## src/rtl/mem_arb_pkg.sv

```systemverilog
// Shared types for the I/D memory port arbiter; sizing helpers for the optional
// starvation guard (ARB_STARVE_GUARD_EN).
package mem_arb_pkg;

   localparam int unsigned STARVE_LIMIT_DFLT = 4;

   typedef enum logic [1:0] {
      IDLE  = 2'd0,
      GNT_I = 2'd1,
      GNT_D = 2'd2,
      RESP  = 2'd3
   } arb_state_t;

   typedef enum logic {
      OWN_I = 1'b0,
      OWN_D = 1'b1
   } owner_t;

   function automatic int unsigned starve_cnt_w(input int unsigned limit);
      return $clog2(limit + 1);
   endfunction

   localparam int unsigned STARVE_CNT_W = $clog2(STARVE_LIMIT_DFLT + 1);

endpackage

```

## src/rtl/arb_starve_counter.sv

```systemverilog
// Saturating count of D grants taken while a fetch waits; raises force_i_c at LIMIT.
// Only instantiated when ARB_STARVE_GUARD_EN is defined.
module arb_starve_counter
   import mem_arb_pkg::*;
#(
   parameter int unsigned LIMIT = STARVE_LIMIT_DFLT
) (
   input  logic clk,
   input  logic rst_n,
   input  logic d_grant,
   input  logic i_pend,
   input  logic i_grant,
   output logic force_i_c
);

   localparam int unsigned CNT_W = starve_cnt_w(LIMIT);

   logic [CNT_W-1:0] cnt;

   always_ff @(posedge clk) begin
      if (!rst_n) begin
         cnt <= '0;
      end else if (i_grant) begin
         cnt <= '0;
      end else if (d_grant && i_pend && (cnt != CNT_W'(LIMIT))) begin
         cnt <= cnt + CNT_W'(1);
      end
   end

   assign force_i_c = (cnt == CNT_W'(LIMIT));

endmodule

```

## src/rtl/mem_port_arbiter.sv

```systemverilog
// Shares one single-ported variable-latency memory between fetch (I) and data (D).
// D has priority; define ARB_STARVE_GUARD_EN to force an I grant after STARVE_LIMIT D grants.
module mem_port_arbiter
   import mem_arb_pkg::*;
#(
   parameter int unsigned ADDR_W       = 32,
   parameter int unsigned DATA_W       = 32,
   parameter int unsigned STARVE_LIMIT = STARVE_LIMIT_DFLT
) (
   input  logic              clk_i,
   input  logic              rst_i,
   input  logic              if_req_i,
   input  logic [ADDR_W-1:0] if_addr_i,
   output logic              if_ack_o,
   output logic [DATA_W-1:0] if_rdata_o,
   input  logic              d_req_i,
   input  logic              d_we_i,
   input  logic [ADDR_W-1:0] d_addr_i,
   input  logic [DATA_W-1:0] d_wdata_i,
   output logic              d_ack_o,
   output logic [DATA_W-1:0] d_rdata_o,
   output logic              mem_req_o,
   output logic              mem_we_o,
   output logic [ADDR_W-1:0] mem_addr_o,
   output logic [DATA_W-1:0] mem_wdata_o,
   input  logic              mem_ack_i,
   input  logic [DATA_W-1:0] mem_rdata_i,
   output logic              busy_o
);

   localparam logic [ADDR_W-1:0] WORD_MASK = ~ADDR_W'(3);

   if (STARVE_LIMIT == 0) begin : g_limit_chk
      $error("STARVE_LIMIT must be at least 1");
   end

   arb_state_t state;
   owner_t     win_c;
   logic       win_vld_c;
   logic       force_i_c;

   // Grant decision, only meaningful in IDLE
   always_comb begin
      win_vld_c = 1'b0;
      win_c     = OWN_I;
      if (state == IDLE) begin
         if (d_req_i && !(force_i_c && if_req_i)) begin
            win_vld_c = 1'b1;
            win_c     = OWN_D;
         end else if (if_req_i) begin
            win_vld_c = 1'b1;
            win_c     = OWN_I;
         end
      end
   end

`ifdef ARB_STARVE_GUARD_EN
   arb_starve_counter #(
      .LIMIT (STARVE_LIMIT)
   ) u_starve (
      .clk       (clk_i),
      .rst_n     (rst_i),
      .d_grant   (win_vld_c && (win_c == OWN_D)),
      .i_pend    (if_req_i),
      .i_grant   (win_vld_c && (win_c == OWN_I)),
      .force_i_c (force_i_c)
   );
`else
   assign force_i_c = 1'b0;
`endif

   // Arbitration FSM with registered memory-side and requester-side outputs
   always_ff @(posedge clk_i) begin
      if (!rst_i) begin
         state       <= IDLE;
         mem_req_o   <= 1'b0;
         mem_we_o    <= 1'b0;
         mem_addr_o  <= '0;
         mem_wdata_o <= '0;
         if_ack_o    <= 1'b0;
         d_ack_o     <= 1'b0;
         if_rdata_o  <= '0;
         d_rdata_o   <= '0;
         busy_o      <= 1'b0;
      end else begin
         if_ack_o <= 1'b0;
         d_ack_o  <= 1'b0;
         case (state)
            IDLE: begin
               if (win_vld_c) begin
                  mem_req_o <= 1'b1;
                  busy_o    <= 1'b1;
                  if (win_c == OWN_D) begin
                     state       <= GNT_D;
                     mem_we_o    <= d_we_i;
                     mem_addr_o  <= d_addr_i & WORD_MASK;
                     mem_wdata_o <= d_wdata_i;
                  end else begin
                     state       <= GNT_I;
                     mem_we_o    <= 1'b0;
                     mem_addr_o  <= if_addr_i & WORD_MASK;
                     mem_wdata_o <= '0;
                  end
               end
            end
            GNT_I: begin
               if (mem_ack_i) begin
                  state      <= RESP;
                  mem_req_o  <= 1'b0;
                  if_ack_o   <= 1'b1;
                  if_rdata_o <= mem_rdata_i;
               end
            end
            GNT_D: begin
               if (mem_ack_i) begin
                  state     <= RESP;
                  mem_req_o <= 1'b0;
                  d_ack_o   <= 1'b1;
                  d_rdata_o <= mem_rdata_i;
               end
            end
            RESP: begin
               state  <= IDLE;
               busy_o <= 1'b0;
            end
            default: begin
               state     <= IDLE;
               mem_req_o <= 1'b0;
               busy_o    <= 1'b0;
            end
         endcase
      end
   end

endmodule

```

## config.mk

```make
export PLATFORM = sky130hd
export DESIGN_NAME = mem_port_arbiter
export DESIGN_NICKNAME = d
export VERILOG_FILES = /design/src/rtl/mem_arb_pkg.sv /design/src/rtl/arb_starve_counter.sv /design/src/rtl/mem_port_arbiter.sv
export SDC_FILE = /design/constraint.sdc
export NUM_CORES = 1
export LEC_CHECK = 0
export ABC_AREA = 1
export ABC_CLOCK_PERIOD_IN_PS = 1600
export CAP_MARGIN = 10
export CORE_MARGIN = 3
export CORE_UTILIZATION = 35
export DETAILED_ROUTE_END_ITERATION = 6
export GPL_TIMING_DRIVEN = 0
export PLACE_DENSITY_LB_ADDON = 0.2
export SLEW_MARGIN = 40
export SYNTH_ARGS = -nofsm -noshare
export SYNTH_HDL_FRONTEND = slang
export SYNTH_SLANG_ARGS = --single-unit
```

## constraint.sdc

```tcl
create_clock -name clk_i -period 1.6 [get_ports clk_i]
set_input_delay 0.16 -clock clk_i [delete_from_list [all_inputs] [get_ports clk_i]]
set_output_delay 0.16 -clock clk_i [all_outputs]
set_load 0.02 [all_outputs]
```

==> reports/metrics.cfg <==
[setup_path]
crit_type = reg2out
slowest_delay_ns = 0.63
path_max_fanout = 2
r2r_end = mem_addr_o[6]
cp_top_family = buffers and inverters
critPathArrivalTime_ns = 1.38
crit_path_end_kind = primary output
r2r_slack_ns = 0.16
cpMaxStageDelayCell = clkdlybuf4s50_1
path_buf_inv = 1
worstSetupStartpointType = register
path_cells = clkdlybuf4s50_1
reg2regPathDepth = 7
r2r_start = state[0]
cp_data_required_time_ns = 1.44

[placement]
dp_cells = 1074
gp_congestion = 0.794
detailed_place_hpwl_um = 12000
placedInstanceArea_um2 = 7790
io_buffers = 259

[timing]
timing.final.crit_period_ns = 1.54
grt_setup_unrepaired = false
hold_viol = 0
max_freq_mhz = 647
setup_viol = 0
period_share = 0.966
drv_slew = 0
setup_tns_ns = 0
skew_ns = 0.00840
timing.hold.ws_ns = 0.221

[finish]
fillCellCount = 1264
layout_common_cells = clkdlybuf4s50_1, nor2_1, dfxtp_1
final-seq-area_um2 = 2660
drive_above_1_share = 0.110
fin_area_um2 = 8380
fin_cells = 1104
final_common_cell = clkdlybuf4s50_1
multi_input_area_um2 = 2060
antenna_cells = 0
layout.nets = 1057
syn2layout_area_growth_pct = 68.6

[floorplanning]
rows = 42
start_util = 0.367
die_w_um = 125
die_h_um = 125
core_um2 = 13600
dieArea_um2 = 15700
ioPinCount = 267

[detailed_routing]
drt_iter0_drc = 211
drtAntennaViolNets = 0
route.detailed.drc = 0
finalWirelength_um = 15800
routedWlPerCell_um = 14.3
dr.pass1.iters = 4
viasPerCell = 4.65
vias = 5135

[yosys]
netlist.area_leader.share = 0.536
synth_top_family_by_area = simple AND/OR/NAND/NOR gates
synth-adder-area-share = 0.0126
synth_cells = 638
synth_area_leaders = dfxtp_1, o21ai_0, nor2_1, a21oi_1, nand2_1
synth_cell_type_count = 20
synth_top_area_cell = dfxtp_1
synth.mux.area_fraction = 0
ys_seq_area_frac = 0.536
synth_xor_area_frac = 0
synth-warning-count = 0
synth-seq-cells = 133
postSynthAreaPerCell_um2 = 7.79
synth-simple-area-share = 0.205
syn_area_um2 = 4970
synth_compound_area_frac = 0.192

[status]
status = finished, final reports clean

[grt]
grt.overflow.total = 0
grt_pass1_vias = 4799
grt_pass1_wl_um = 24600
antenna_found_initial = 0
grt_max_degree = 17
groute.usage.overall = 0.196

[min_path]
min_to = mem_wdata_o[2]
min_from = rst_i
hold_class = in2reg
hold_depth = 3

[clock_network]
clock_path_buffers = 2
numCtsBuffers = 17
clockRootBuffer = clkbuf_16
cts_tree = done
htree_levels = 4
clk_pin_slew_ns = 0.05
clkSinkCount = 133
clk_latency_ns = 0.40

[power_and_ir_drop]
powerDensity_nw_per_um2 = 1580
ir_drop_uv = 867
leakage_nw = 3.25

[run]
maxCapViolations = 0

## state kept, by name, indices dropped and copies added (netlist names), 2 cells and up
signal,count
mem_addr_o,30
if_rdata_o,32
state,2
mem_wdata_o,32
d_rdata_o,32
## power by group
group / total, W / switching [W] / leakage [nW] / internal [W]
clock network: 0.00355 / 0.00131 / 0.270 / 0.00224
registers: 0.00454 / 0.000401 / 1.09 / 0.00414
logic: 0.00516 / 0.00282 / 1.89 / 0.00235
## worst max path at each step
stage | from | end | cells after the start
finish | mem_addr_o[20] | mem_addr_o[20] | 1
global route | state[0] | d_rdata_o[20] | 6
CTS | state[0] | mem_addr_o[21] | 6
detailed placement | d_req_i | mem_addr_o[6] | 6
global placement | d_req_i | mem_addr_o[8] | 6
floorplan | state[0] | mem_addr_o[10] | 6
## cell type report
cell class	instances	share of cell area
repair buffers	260	0.311
clock buffers	26	0.0631
clock inverters	3	0.00209
well taps	176	0.0263
flip-flops and latches	133	0.318
multi-input cells	446	0.245
plain buffers	46	0.0282
inverters	14	0.00657
## routing by layer
layer | vias up | share of wire | track usage
met5 | - | 0 | 0
met3 | 13 | 0.084 | 0.0853
met1 | 2293 | 0.41 | 0.225
met2 | 189 | 0.49 | 0.328
met4 | 0 | 0.015 | 0.0695
li1 | 2640 | - | -
## synthesized netlist by cell type
library cell / number
inv_1: 10
nor2_4: 1
nor2_1: 135
o21ai_1: 8
clkinv_1: 1
dfxtp_1: 133
nand3_1: 1
conb_1: 1
o21ai_0: 119
a21oi_1: 64
nand4_1: 1
clkbuf_2: 1
inv_2: 3
nand2_1: 79
or2_2: 30
clkbuf_1: 21
buf_2: 20
ha_1: 5
nor2_2: 1
buf_4: 4
## metrics by stage
| stage | total power [W] | utilization | worst slack, ns |
|---|---|---|---|
| finish | 0.0133 | 0.618 | 0.0550 |
| global route | 0.0141 | 0.618 | 0.00499 |
| CTS | 0.0133 | 0.615 | 0.00153 |
| detailed placement | 0.00972 | 0.574 | -0.103 |
| global placement | 0.00968 | 0.574 | -0.0893 |
| floorplan | 0.00723 | - | 0.295 |
## kinds of logic after synthesis
kind of cell / count (synthesis)
AOI/OAI and AO/OA: 191
adders and majority gates: 5
buffers and inverters: 60
DFF: 133
other: 1
and+or+nand+nor: 248
## worst register-to-register path, delay by kind of cell (launching register included)
family | cells | cell delay [ns]
AND/OR/NAND/NOR | 1 | 0.10
flip-flops | 1 | 0.37
buffers and inverters | 3 | 0.31
AO/OA/AOI/OAI | 2 | 0.31
adder cells (fa/ha/maj) | 1 | 0.21
## timing repair
| action | 4_1_cts | 5_1_grt |
|---|---|---|
| endpoints found under the setup margin | 21 | 124 |
| pin swaps | 0 | 1 |
| buffers inserted | 0 | 1 |
| resized for setup | 4 | 33 |
| hold buffers | 0 | 0 |
(Power assumes the default switching activity.)
==> RTL edit 1 (same flow settings) <==
Make the reset (`rst_i`) asynchronous in one clocked block.
--- a/src/rtl/mem_port_arbiter.sv
+++ b/src/rtl/mem_port_arbiter.sv
@@ -70,7 +70,7 @@
 `endif
 
    // Arbitration FSM with registered memory-side and requester-side outputs
-   always_ff @(posedge clk_i) begin
+   always_ff @(posedge clk_i or negedge rst_i) begin
       if (!rst_i) begin
          state       <= IDLE;
          mem_req_o   <= 1'b0;
Function: differs if rst_i is asserted again (counterexample within 4 cycles, from zero or initial values and one cycle with rst_i low); with rst_i held inactive, the same outputs for 4 cycles.
==> RTL edit 1 against the original RTL <==
- routed wire length increased by 4.6%
- non-clock buffer count decreased by 2
- highest routed layer unchanged
- area after synthesis increased by 12%
- critical endpoint is now if_rdata_o[3]
- cell area increased by 9.0%
- hold slack improved by 0.064 ns
- global-route usage decreased by 0.93 points
- setup slack got worse by 0.013 ns
- sequential cell count unchanged
- die area increased by 12%
- power increased by 40%
- largest cell class is now flip-flops and latches
==> RTL edit 1: results (changes against the original RTL) <==
** Place
- The placed standard-cell area is 8486 sq um (+9.0%).
- The cell total after placement is 1129 (+5.1%).
- The post-place setup slack is -0.05037 ns (+0.05310 ns).
- Weighted congestion reported at the end of routability-driven placement :: 0.7997 (+0.71%)

** Critical path
- Number of cells traversed by the worst register-to-register path :: 8 (+1)
- The critical path ends at if_rdata_o[3].
- Register-to-register path setup slack :: 0.13 ns (-0.03 ns)
- In this run the worst setup path begins at if_rdata_o[3]$_DFFE_PN0P_.
- Endpoint of the most critical register-to-register path :: mem_wdata_o[23]$_DFFE_PN0P_

** Logic synthesis
- Post-synth top cells :: nand2_1, dfrtp_1, nand3_1, o21ai_0, inv_1
- Post-Syn Instances :: 656 (+2.8%)
- Ranking of synthesized cells by area :: dfrtp_1, nand2_1, nand3_1, o21ai_0, inv_1
- Main synth FF type :: dfrtp_1
- The number of distinct standard cells referenced by the synthesized netlist was 14 (-30%).
- The sequential area share after synthesis is 59.61% (+6.1 points).
- Compound-gate portion of the synthesized area :: 5.827% (-13 points)

** Pwr
- Worst vdd rail ir drop :: 0.8884 mV (+2.4%)
- P_sw :: 7.255 mW (+60%)
- Leak Pwr :: 4.605 nW (+42%)

** Timing
- The final worst-path cycle share came to 97.36% (+0.80 points).
- The clock skew after layout is 0.01240 ns (+0.003995 ns).

** Drt
- Total length of routed wires :: 16490 um (+4.6%)
- The violation count after the first detailed-routing iteration came to 187 (-11%).
- The via count normalized by instance count was 4.506 (-3.1%).

** Outcome
- The run finished with clean final reports.

** Global route
- GRT Total Usage :: 18.71% (-0.93 points)
- The wire length of the first global-routing pass came to 26360 um (+7.1%).
- Maximum number of pins on one net before global-route repair :: 68 (+51)
## RTL edit 1: cell count changes after synthesis, moves of 54 or more
cell,before,now
a21oi_1,64,0
nand3_1,1,67
o21ai_0,119,65
dfrtp_1,0,133
nor2_1,135,0
dfxtp_1,133,0
nand2_1,79,297
## RTL edit 1: repair_timing
| action | in CTS | in global routing |
|---|---|---|
| endpoints found under the setup margin | 72 | 89 |
| hold buffers | 1 | 0 |
| hold endpoints to repair | 66 | 0 |
| setup buffers | 0 | 0 |
| resized for setup | 6 | 12 |
## RTL edit 1: stage by stage
stage | TNS (ns) | power [mW]
after floorplan | 0 | 10.25
after global placement | -677.64 | 14.58
after CTS | 0 | 18.73
final | 0 | 18.54
after detailed placement | -0.6699 | 14.67
after global routing | -0.1162 | 19.72
## RTL edit 1: final cells by class
class                           count  area, sq um  share of cell area (%)
Tap cell                          211        264.0                   2.888
Clock inverter                     14        177.7                   1.944
Inverter                           43        161.4                   1.766
Multi-Input combinational cell    439         1882                   20.59
Buffer                             42        232.7                   2.546
Clock buffer                       18        429.2                   4.695
Sequential cell                   133         3328                   36.41
Timing Repair Buffer              262         2666                   29.17
## RTL edit 1: power groups by stage
| stage | Clock (mW) | Combinational [mW] | Sequential, mW |
|---|---|---|---|
| floorplan | 0 | 2.73 | 7.52 |
| global placement | 0 | 8.90 | 5.68 |
| detailed placement | 0 | 8.97 | 5.70 |
| CTS | 4.05 | 9.00 | 5.68 |
| global route | 4.18 | 9.66 | 5.87 |
| finish | 3.98 | 8.89 | 5.68 |
## RTL edit 1: per-layer routing
layer  vias up  share of wire [%]  global-route usage [%]
met5         -                  0                       0
met4         0                2.0                   5.716
met3        25                7.0                   6.641
met2       155                 48                   31.07
met1      2446                 43                   23.02
li1       2610                  -                       -
==> RTL edit 2 (same settings) <==
Without the edit above. Add a define of `ARB_STARVE_GUARD_EN`.
--- a/src/rtl/mem_port_arbiter.sv
+++ b/src/rtl/mem_port_arbiter.sv
@@ -1,5 +1,7 @@
 // Shares one single-ported variable-latency memory between fetch (I) and data (D).
 // D has priority; define ARB_STARVE_GUARD_EN to force an I grant after STARVE_LIMIT D grants.
+`define ARB_STARVE_GUARD_EN
+
 module mem_port_arbiter
    import mem_arb_pkg::*;
 #(
Formal check against the unedited RTL: same outputs for any inputs over 4 cycles, from zero or initial values and one cycle with rst_i low; that may be too few to reach the edited logic, so the function may still have changed.
==> RTL edit 2 against the original RTL <==
- cell area rose by 5.6%
- sequential cell count rose by 3
- power increased by 8.4%
- critical path depth unchanged
- routed wire length is 7.4% higher
- setup slack worse by 0.018 ns
- critical path type unchanged
- critical endpoint is now if_rdata_o[0]
- clock power grew 4%
- combinational power is 17% higher
- largest cell class unchanged
- area after synthesis grew 8.5%
- clock skew increased by 0.0044 ns
- highest routed layer unchanged
==> RTL edit 2: results (changes against the original RTL) <==
** Outcome
- The run finished with clean final reports.

** Critical path
- The setup slack of the most critical reg-to-reg path was 0.12 ns (-0.04 ns).
- The arrival time at the worst endpoint came to 1.40 ns (+0.02 ns).
- In this run the worst setup path terminates at if_rdata_o[0].
- Startpoint of the worst setup timing path :: if_rdata_o[0]$_SDFFE_PN0P_
- Endpoint of the most critical register-to-register path :: mem_wdata_o[1]$_SDFFE_PN0P_

** Global route
- The global-route usage over all layers came to 19.69% (+0.047 points).
- Number of global-route vias before repair :: 5315 (+11%)
- The wire length of the first global-routing pass is 26270 um (+6.7%).
- The pin count of the biggest net entering global routing is 17 (unchanged).

** Clocking
- At the later pin of the worst-skew pair, clock insertion delay measures about 0.41 ns.
- The number of resized instances in the post-cts repair step was 5 (+1).

** Logic synthesis
- By area the synthesized netlist is led by dfxtp_1, nor2_1, nand2_1, o21ai_0, nand3_1.
- Part of the Yosys area used for sequential elements :: 50.46% (-3.1 points)
- Counting instances in the post-synthesis netlist gives the leading cell types as nor2_1, nand2_1, dfxtp_1, o21ai_0, nand3_1.
- Average size of a mapped cell :: 7.165 sq um (-8.0%)
- Number of distinct standard cells referenced by the synthesized netlist :: 21 (+5.0%)

** Place
- The cell total after placement came to 1198 (+12%).
- The weighted congestion at the end of routability-driven global placement came to 0.7847 (-1.2%).
- DP HPWL :: 12820 um (+7.3%)
- The post-place setup slack is -0.4114 ns (-0.3079 ns).
- The total of buffers placed on input and output ports was 260 (+0.39%).
- Placed cell areas :: 8232 sq um (+5.7%)

** Pwr
- The switching fraction of total power was 36.25% (+2.1 points).
- Portion of total power attributed to combinational logic :: 42.2% (+3.2 points)
- The largest voltage drop on the vdd net was 0.8834 mV (+1.8%).
- The internal power consumption is 9.159 mW (+5.0%).
- The power dissipated in sequential cells was 4.63 mW (+2%).

** Finish
- The fraction of layout instances using a drive strength above 1 is 7.553% (-3.4 points).
- The non-filler instance count after layout is 1230 (+11%).
- Layout Nets :: 1174 (+11%)

** Hold path
- The worst hold path begins at d_wdata_i[13].
- WHS Endpoint :: mem_wdata_o[13]$_SDFFE_PN0P_

** Drt
- Total length of routed wires :: 16930 um (+7.4%)
- Detailed-routed wire length on met2 :: 8071 um (+4.5%)
- The violation count after the first detailed-routing iteration is 270 (+28%).
- Metal3 WL :: 1440 um (+8.4%)

** Timing
- The worst hold slack across all endpoints came to 0.3029 ns (+0.08175 ns).
RTL edit 2: cell types whose count changed in the layout (fill, tap and decap cells not counted), moves of 3 or more:
cell,before,now
a21oi_1,64,40
buf_2,15,18
o21ai_1,14,1
nand3_1,1,63
clkbuf_8,7,4
nor2_1,135,194
or2_2,30,0
nand2_1,77,144
o21ai_0,112,65
inv_1,8,41
RTL edit 2: routing by layer:
layer | vias up | GRT usage (%)
met4 | 0 | 7.641
met5 | - | 0
met2 | 190 | 32.95
li1 | 2940 | -
met1 | 2438 | 23.21
met3 | 19 | 6.795
RTL edit 2: cell type report:
class	count	area, sq um
inverter	46	180.2
buffer	49	254.0
fill	1384	5961
tap	184	230.2
sequential	136	2725
clock inverter	7	67.56
multi-input combinational	523	2290
timing repair buffer	260	2606
clock buffer	25	495.5
RTL edit 2: kinds of logic after synthesis:
group,synth area share (%)
DFF,50.46
AOI/OAI and AO/OA,10.23
other,0.06951
buffers and inverters,7.653
and+or+nand+nor,29.80
xor gates and xnor gates,0.1624
adders and majority gates,1.623
